==> config.mk <==
export PLATFORM = sky130hd
export DESIGN_NAME = mesi_snoop_ctrl
export DESIGN_NICKNAME = d
export VERILOG_FILES = /design/src/rtl/mesi_snoop_ctrl.sv
export SDC_FILE = /design/constraint.sdc
export NUM_CORES = 1
export LEC_CHECK = 0
export BUFFER_PORTS_ARGS = -buffer_cell sky130_fd_sc_hd__buf_2
export CAP_MARGIN = 30
export CORE_UTILIZATION = 43
export CTS_BUF_LIST = sky130_fd_sc_hd__clkbuf_16
export DETAILED_ROUTE_END_ITERATION = 8
export GPL_ROUTABILITY_DRIVEN = 0
export GPL_TIMING_DRIVEN = 0
export PLACE_DENSITY = 0.78
export SLEW_MARGIN = 20
export SYNTH_ARGS = -nofsm -noshare
export SYNTH_HDL_FRONTEND = slang
export SYNTH_SLANG_ARGS = --single-unit
==> constraint.sdc <==
create_clock -name clk -period 1.45 [get_ports clk]
set_input_delay 0.0725 -clock clk [delete_from_list [all_inputs] [get_ports clk]]
set_output_delay 0.0725 -clock clk [all_outputs]
set_load 0.005 [all_outputs]
==> src/rtl/mesi_snoop_ctrl.sv <==
// mesi_snoop_ctrl: snoop-side MESI coherence responder for the L1 data cache
module mesi_snoop_ctrl #(
    parameter int TAG_BITS      = 5,
    parameter int INDEX_BITS    = 3,
    parameter int OFFSET_BITS   = 4,
    parameter int FLUSH_TIMEOUT = 15
) (
    input  logic                                      clk,
    input  logic                                      nrst,
    input  logic                                      i_snp_valid,
    output logic                                      o_snp_ready,
    input  logic [1:0]                                i_snp_cmd,
    input  logic [TAG_BITS+INDEX_BITS+OFFSET_BITS-1:0] i_snp_addr,
    output logic [TAG_BITS-1:0]                       o_lkup_tag,
    output logic [INDEX_BITS-1:0]                     o_lkup_index,
    input  logic                                      i_lkup_hit,
    input  logic [1:0]                                i_lkup_mesi,
    output logic                                      o_set_invalidate,
    output logic                                      o_set_shared,
    output logic                                      o_flush_req,
    input  logic                                      i_flush_done,
    output logic                                      o_resp_valid,
    output logic                                      o_resp_shared,
    output logic                                      o_resp_dirty,
    output logic                                      o_proto_err,
    output logic                                      o_busy
);
    localparam int ADDR_BITS = TAG_BITS + INDEX_BITS + OFFSET_BITS;
    localparam int CNT_BITS  = $clog2(FLUSH_TIMEOUT + 1);

    localparam logic [1:0] CMD_NOP  = 2'b00;
    localparam logic [1:0] CMD_RD   = 2'b01;
    localparam logic [1:0] CMD_UPGR = 2'b11;
    localparam logic [1:0] ST_S     = 2'b01;
    localparam logic [1:0] ST_M     = 2'b10;

    typedef enum logic [2:0] {IDLE, LOOKUP, FLUSH, UPDATE, RESP} state_t;

    state_t                state_q, state_d;
    logic [TAG_BITS-1:0]   tag_q, tag_d;
    logic [INDEX_BITS-1:0] index_q, index_d;
    logic [1:0]            cmd_q, cmd_d;
    logic                  hit_q, hit_d;
    logic [1:0]            mesi_q, mesi_d;
    logic [CNT_BITS-1:0]   cnt_q, cnt_d;
    logic                  timeout_q, timeout_d;
    logic                  dirty_q, dirty_d;
    logic [CNT_BITS-1:0]   cnt_inc;

    // the byte offset never matters for a line-granular snoop
    logic unused_offset;
    assign unused_offset = ^i_snp_addr[OFFSET_BITS-1:0];

    assign cnt_inc = cnt_q + CNT_BITS'(1);

    // state register and latched transaction context
    always_ff @(posedge clk or negedge nrst) begin
        if (!nrst) begin
            state_q   <= IDLE;
            tag_q     <= '0;
            index_q   <= '0;
            cmd_q     <= '0;
            hit_q     <= 1'b0;
            mesi_q    <= '0;
            cnt_q     <= '0;
            timeout_q <= 1'b0;
            dirty_q   <= 1'b0;
        end else begin
            state_q   <= state_d;
            tag_q     <= tag_d;
            index_q   <= index_d;
            cmd_q     <= cmd_d;
            hit_q     <= hit_d;
            mesi_q    <= mesi_d;
            cnt_q     <= cnt_d;
            timeout_q <= timeout_d;
            dirty_q   <= dirty_d;
        end
    end

    // next-state: accept, classify the lookup, wait for writeback, then update and respond
    always_comb begin
        state_d   = state_q;
        tag_d     = tag_q;
        index_d   = index_q;
        cmd_d     = cmd_q;
        hit_d     = hit_q;
        mesi_d    = mesi_q;
        cnt_d     = cnt_q;
        timeout_d = timeout_q;
        dirty_d   = dirty_q;
        case (state_q)
            IDLE: begin
                if (i_snp_valid) begin
                    tag_d   = i_snp_addr[ADDR_BITS-1 -: TAG_BITS];
                    index_d = i_snp_addr[OFFSET_BITS +: INDEX_BITS];
                    cmd_d   = i_snp_cmd;
                    state_d = LOOKUP;
                end
            end
            LOOKUP: begin
                hit_d     = i_lkup_hit;
                mesi_d    = i_lkup_mesi;
                cnt_d     = '0;
                timeout_d = 1'b0;
                dirty_d   = 1'b0;
                if (cmd_q == CMD_NOP || !i_lkup_hit || (i_lkup_mesi == ST_S && cmd_q == CMD_RD))
                    state_d = RESP;
                else
                    state_d = (i_lkup_mesi == ST_M) ? FLUSH : UPDATE;
            end
            FLUSH: begin
                cnt_d = cnt_inc;
                if (i_flush_done) begin
                    dirty_d = 1'b1;
                    state_d = UPDATE;
                end else if (cnt_inc == CNT_BITS'(FLUSH_TIMEOUT)) begin
                    timeout_d = 1'b1;
                    state_d   = UPDATE;
                end
            end
            UPDATE:  state_d = RESP;
            RESP:    state_d = IDLE;
            default: state_d = IDLE;
        endcase
    end

    assign o_snp_ready      = (state_q == IDLE);
    assign o_busy           = (state_q != IDLE);
    assign o_lkup_tag       = tag_q;
    assign o_lkup_index     = index_q;
    assign o_flush_req      = (state_q == FLUSH);
    assign o_set_shared     = (state_q == UPDATE) && (cmd_q == CMD_RD);
    assign o_set_invalidate = (state_q == UPDATE) && (cmd_q != CMD_RD);
    assign o_resp_valid     = (state_q == RESP);
    assign o_resp_shared    = (state_q == RESP) && hit_q;
    assign o_resp_dirty     = (state_q == RESP) && dirty_q;
    assign o_proto_err      = (state_q == RESP) &&
                              ((hit_q && cmd_q == CMD_UPGR && mesi_q[1]) || timeout_q);
endmodule

# Word-level counts from Yosys, hierarchy flattened
# Index checks and enable logic that the tools add are counted.
[totals] reg_bits=22 input_bits=21 output_inout_bits=17 wordCells=57
[classes] addsub=1 n_eq_ne=15 mux=12 n_reduce_logical=20
[op_table] op="3-bit 2-to-1 mux" count=4
[op_table] op="3-bit case mux with 4 select lines" count=1
[op_table] op="1-bit logical AND" count=8
[op_table] op="4-bit case mux with 2 select lines" count=1
[op_table] op="3-bit by 2-bit == test with 1-bit output (second input constant)" count=2
[op_table] op="2-bit by 1-bit inequality test with 1-bit output (second input constant)" count=3
[op_table] op="2-bit AND reduction" count=3
[op_table] op="4-bit by 1-bit adder with 4-bit output (second input constant)" count=1
[op_table] op="2-bit by 1-bit == test with 1-bit output (second input constant)" count=2
[op_table] op="2-bit == test (second input constant)" count=2
[op_table] op="4-bit == test (second input constant)" count=1
[op_table] op="1-bit 2-to-1 mux" count=4
[op_table] op="2-bit inequality test (second input constant)" count=2
[op_table] op="1-bit case mux with 2 select lines" count=2
[op_table] op="3-bit by 1-bit == test with 1-bit output (second input constant)" count=1
[op_table] op="3-bit == test (second input constant)" count=1
[op_table] op="3-bit zero test" count=1
[op_table] op="1-bit logical OR" count=3
[op_table] op="3-bit by 1-bit inequality test with 1-bit output (second input constant)" count=1
[op_table] op="3-bit AND reduction" count=1
[op_table] op="3-bit nonzero test" count=1
[op_table] op="2-bit zero test" count=1
[op_table] op="2-bit nonzero test" count=1
[op_table] op="1-bit zero test" count=1

# Longest topological paths before layout
[logic_depth] word_depth=5 mapped_depth=6 ltp_nobuf=6

# Worst setup path before layout
# OpenSTA, ideal clock, no wires.
[synth_timing] path_kind="reg2reg" start="reg state_q[1]" end="reg index_q[0] (netlist: o_lkup_index[0])" setup_time_ns=0.125 t_arrival_ns=1.478 setup_slack_ns=-0.153 stages_incl_launch_ff=6 n_path_buf=1 synth_period_minus_slack_ns=1.603 path_cell_list="dfrtp_1 or3_1 inv_1 and2_1 buf_6 mux2_2"
[synth_between] elab_chain_cells=2
[synth_lines] element="start, declared" line="39" source="state_t state_q, state_d;"
[synth_lines] element="start signal, assigned" line="69" source="state_q <= state_d;"
[synth_lines] element="3-bit zero test"
[synth_lines] element="via o_snp_ready" line="11" source="output logic o_snp_ready,"
[synth_lines] element="2-bit AND reduction (no line)"
[synth_lines] element="end signal, assigned" line="71" source="index_q <= index_d;"
[synth_lines] element="end, declared" line="41" source="logic [INDEX_BITS-1:0] index_q, index_d;"
# The timed path passes the listed nets, and every way through them passes these cells.
# A chain may end at the register's enable or synchronous reset.

# Final worst setup path
[layout_timing] start="reg state_q[1]" end="out o_set_shared"
[layout_between] elab_chain_cells=2
[layout_lines] element="3-bit by 2-bit == test with 1-bit output" line="133" source="assign o_set_shared = (state_q == UPDATE) && (cmd_q == CMD_RD);"
[layout_lines] element="1-bit logical AND" line="133"
[layout_lines] element="end, declared" line="19" source="output logic o_set_shared,"
# Every way passes these cells.

==> impl_metrics.py <==
metrics = {
    "synthesis": {
        "ys_seq_elements": 21,
        "syn_inst": 103,
        "yosysUniqueCellTypes": 30,
        "syn_area_um2": 1070,
        "seq_area_frac_synth_pct": 49.2,
        "syn_area_per_cell_um2": 10.4,
        "synth_area_leaders": "dfrtp_1 49%, mux2_2 12%, o21ai_0 5.2%",
        "synth_top_area_share_pct": 49.2,
        "mappedNetlistNets": 126,
        "yosysTopAreaCell": "dfrtp_1",
        "ys_warn_count": 0,
    },
    "critical_path": {
        "path_buf_inv": 2,
        "crit_fanout": 6,
        "worstRegToRegCells": 5,
        "cp_cell_sequence": "inv_1 -> nor2_4 -> nand2_1 -> nor3b_1 -> buf_2",
        "cp_slowest_cell": "dfrtp_1",
        "path_delay_family": "simple AND/OR/NAND/NOR gates",
        "crit_end": "o_set_shared",
        "critical_path_class": "flip-flop to output port",
        "r2r-start": "state_q[2]",
        "cp.depth": 5,
        "r2r_end": "o_lkup_index[1]",
        "worst_setup_path_end_kind": "output port",
        "startpoint_type": "flip-flop",
        "crit_path_start": "state_q[1]",
        "crit_required_ns": 1.38,
        "worst-r2r-setup-slack_ns": -0.12,
        "slowest_delay_ns": 0.42,
        "worstPathArrival_ns": 1.50,
    },
    "final_layout": {
        "seqCellArea_um2": 527,
        "drive_above_1_share_pct": 52.3,
        "antennaDiodeCount": 0,
        "finalInstanceArea_um2": 1550,
        "nNetsFinal": 175,
        "multi_input_area_um2": 571,
        "area.growth.synth_to_final_pct": 45.1,
        "fill_cells": 166,
    },
    "outcome": {
        "violations": "setup timing",
        "status": "finished, violations left",
    },
    "route": {
        "wl_per_cell_um": 14.5,
        "drc": 0,
        "via_per_inst": 5.54,
        "first_pass_iters": 4,
        "ant_nets": 0,
        "drt-total-wl_um": 2590,
        "dr_total_vias": 992,
        "drtIter0Drc": 21,
    },
    "cts": {
        "numCtsBuffers": 3,
        "cts-root-buf": "clkbuf_16",
        "clk_latency_ns": 0.25,
        "cts_tree": "done",
        "cts.reportedPaths.clkPinSlew_ns": 0.06,
        "clockBufferDepth": 2,
        "clock-sinks": 21,
        "cts.htree.levels": 1,
    },
    "floorplanning": {
        "die_w_um": 51.9,
        "std_cell_rows": 17,
        "dieArea_um2": 2690,
        "pin_count": 38,
        "initial_core_util_pct": 46.9,
        "die_height_um": 51.9,
        "core_region_area_um2": 2280,
    },
    "min_path": {
        "hold_start": "i_snp_cmd[1]",
        "hp-class": "primary input to flip-flop",
    },
    "sta": {
        "rsz0062_at_grt": "true",
        "finalCritPeriodShare_pct": 109,
        "period_needed_ns": 1.57,
        "max_clock_freq_mhz": 635,
        "tns_ns": -0.993,
        "whs_ns": 0.0422,
        "slew_headroom_pct": 70.1,
        "finalSetupViolCount": 11,
        "fin_skew_ns": 0.00283,
        "slew_violations": 0,
        "final_hold_viol_count": 0,
        "tightest_slew_ns": 0.449,
        "setup_ws_ns": -0.124,
    },
    "global_route": {
        "grt_max_degree": 22,
        "grt_pass1_vias": 890,
        "antenna_found_initial": 0,
        "overflow": 0,
        "grt_pass1_wl_um": 3920,
        "grt_util_all_layers_pct": 20.0,
    },
    "flow_run": {
        "cap_viol_max_count": 0,
    },
    "placed_design": {
        "dp_slack_ns": -0.154,
        "dpl_cell_area_um2": 1310,
        "numPortBuffers": 33,
        "dp_hpwl_um": 1710,
    },
    "pwr": {
        "p_per_area_nw_per_um2": 2090,
        "peakVddDrop_v": 0.00108,
        "p_leak_nw": 0.746,
    },
}
tightest hold or removal path, delay by kind of cell:
family | cells | cell delay [ns]
buffers and inverters | 1 | 0.08
AOI/OAI and AO/OA | 1 | 0.06
and+or+nand+nor | 1 | 0.04
worst min-delay path by stage:
stage | depth (start not counted) | to | slack [ns]
global placement | 1 | o_lkup_tag[4] | 0.05
detailed placement | 1 | o_lkup_tag[4] | 0.05
CTS | 3 | cmd_q[1] | 0.04
finish | 3 | cmd_q[1] | 0.04
floorplan | 0 | cmd_q[0] | -0.22
global route | 2 | o_lkup_tag[2] | 0.05
stage by stage:
stage / instances / utilization, % / power, W
detailed placement: 164 / 57.6 / 0.00226
global placement: 164 / 57.6 / 0.00221
global route: 179 / 68.1 / 0.00347
finish: 179 / 68.1 / 0.00324
floorplan: 103 / - / 0.00187
CTS: 176 / 64.9 / 0.00305
cell type report:
class	instances	share of cell area, %
multi-input combinational	71	36.8
inverter	7	1.69
sequential	21	34.0
clock inverter	1	0.323
timing repair buffer	44	17.3
tap	28	2.26
buffer	4	2.82
clock buffer	3	4.84
layout by cell type, fill, tap and decap left out, drive strengths merged, types with 2 or more instances in the layout:
cell,instances
and2,2
and3,2
o21ai,11
ha,2
nor2b,4
clkbuf,6
nand2b,2
buf,44
mux2,11
nand3,2
nand2,5
nor3,4
dfrtp,21
inv,7
nor2,6
a41oi,2
a21oi,6
power by group:
group	switching (W)	internal (W)	total, W
Combinational	0.000718	0.000931	0.00165
Sequential	0.000178	0.000842	0.00102
Clock	0.000201	0.000370	0.000571
Total	0.00110	0.00214	0.00324
logic make-up (layout without fill, tap and decap cells):
family / after synthesis / after routing / synth area share (%)
compound gates: 25 / 25 / 15.1
xor+xnor: 1 / 1 / 0.820
fa+ha+maj: 2 / 2 / 2.34
buf+inv: 11 / 59 / 4.57
flops: 21 / 21 / 49.2
mux: 11 / 11 / 11.6
simple gates: 32 / 32 / 16.4
flip-flops by register name, indices dropped and copies added (netlist names):
register	flops
o_lkup_tag	5
cnt_q	4
o_lkup_index	3
state_q	3
cmd_q	2
dirty_q	1
hit_q	1
mesi_q	1
timeout_q	1
cells in the mapped netlist:
library cell  number
mux2_2            11
or4_4              1
nand3_1            2
nand2_1            5
dfrtp_1           21
a221oi_1           1
a311oi_1           1
a41oi_1            2
nand4b_1           1
nor3_1             4
a22oi_1            1
a31oi_1            1
or3_1              1
a2111oi_2          1
buf_6              1
nor3b_1            1
and3_1             2
ha_1               2
a21oi_2            1
nand3b_1           1
nor2_1             6
xnor2_1            1
o41ai_1            1
inv_1              7
nor2b_1            4
nand2b_1           2
a21oi_1            5
clkbuf_1           3
and2_1             2
o21ai_0           11
per-layer routing:
layer / GRT usage [%] / up-vias / routed length, um
met5: 0 / - / 0
met2: 32.1 / 37 / 1270
met4: 9.01 / 0 / 55
li1: - / 471 / -
met3: 4.09 / 8 / 128
met1: 25.7 / 476 / 1140
timing repair:
action / 4_1_cts / 5_1_grt
hold buffers: 1 / 0
buffers inserted: 7 / 2
gates cloned: 0 / 1
hold endpoints to repair: 21 / 0
endpoints found under the setup margin: 16 / 20
pin swaps: 1 / 1
resized for setup: 9 / 15
(Power assumes the default switching activity.)
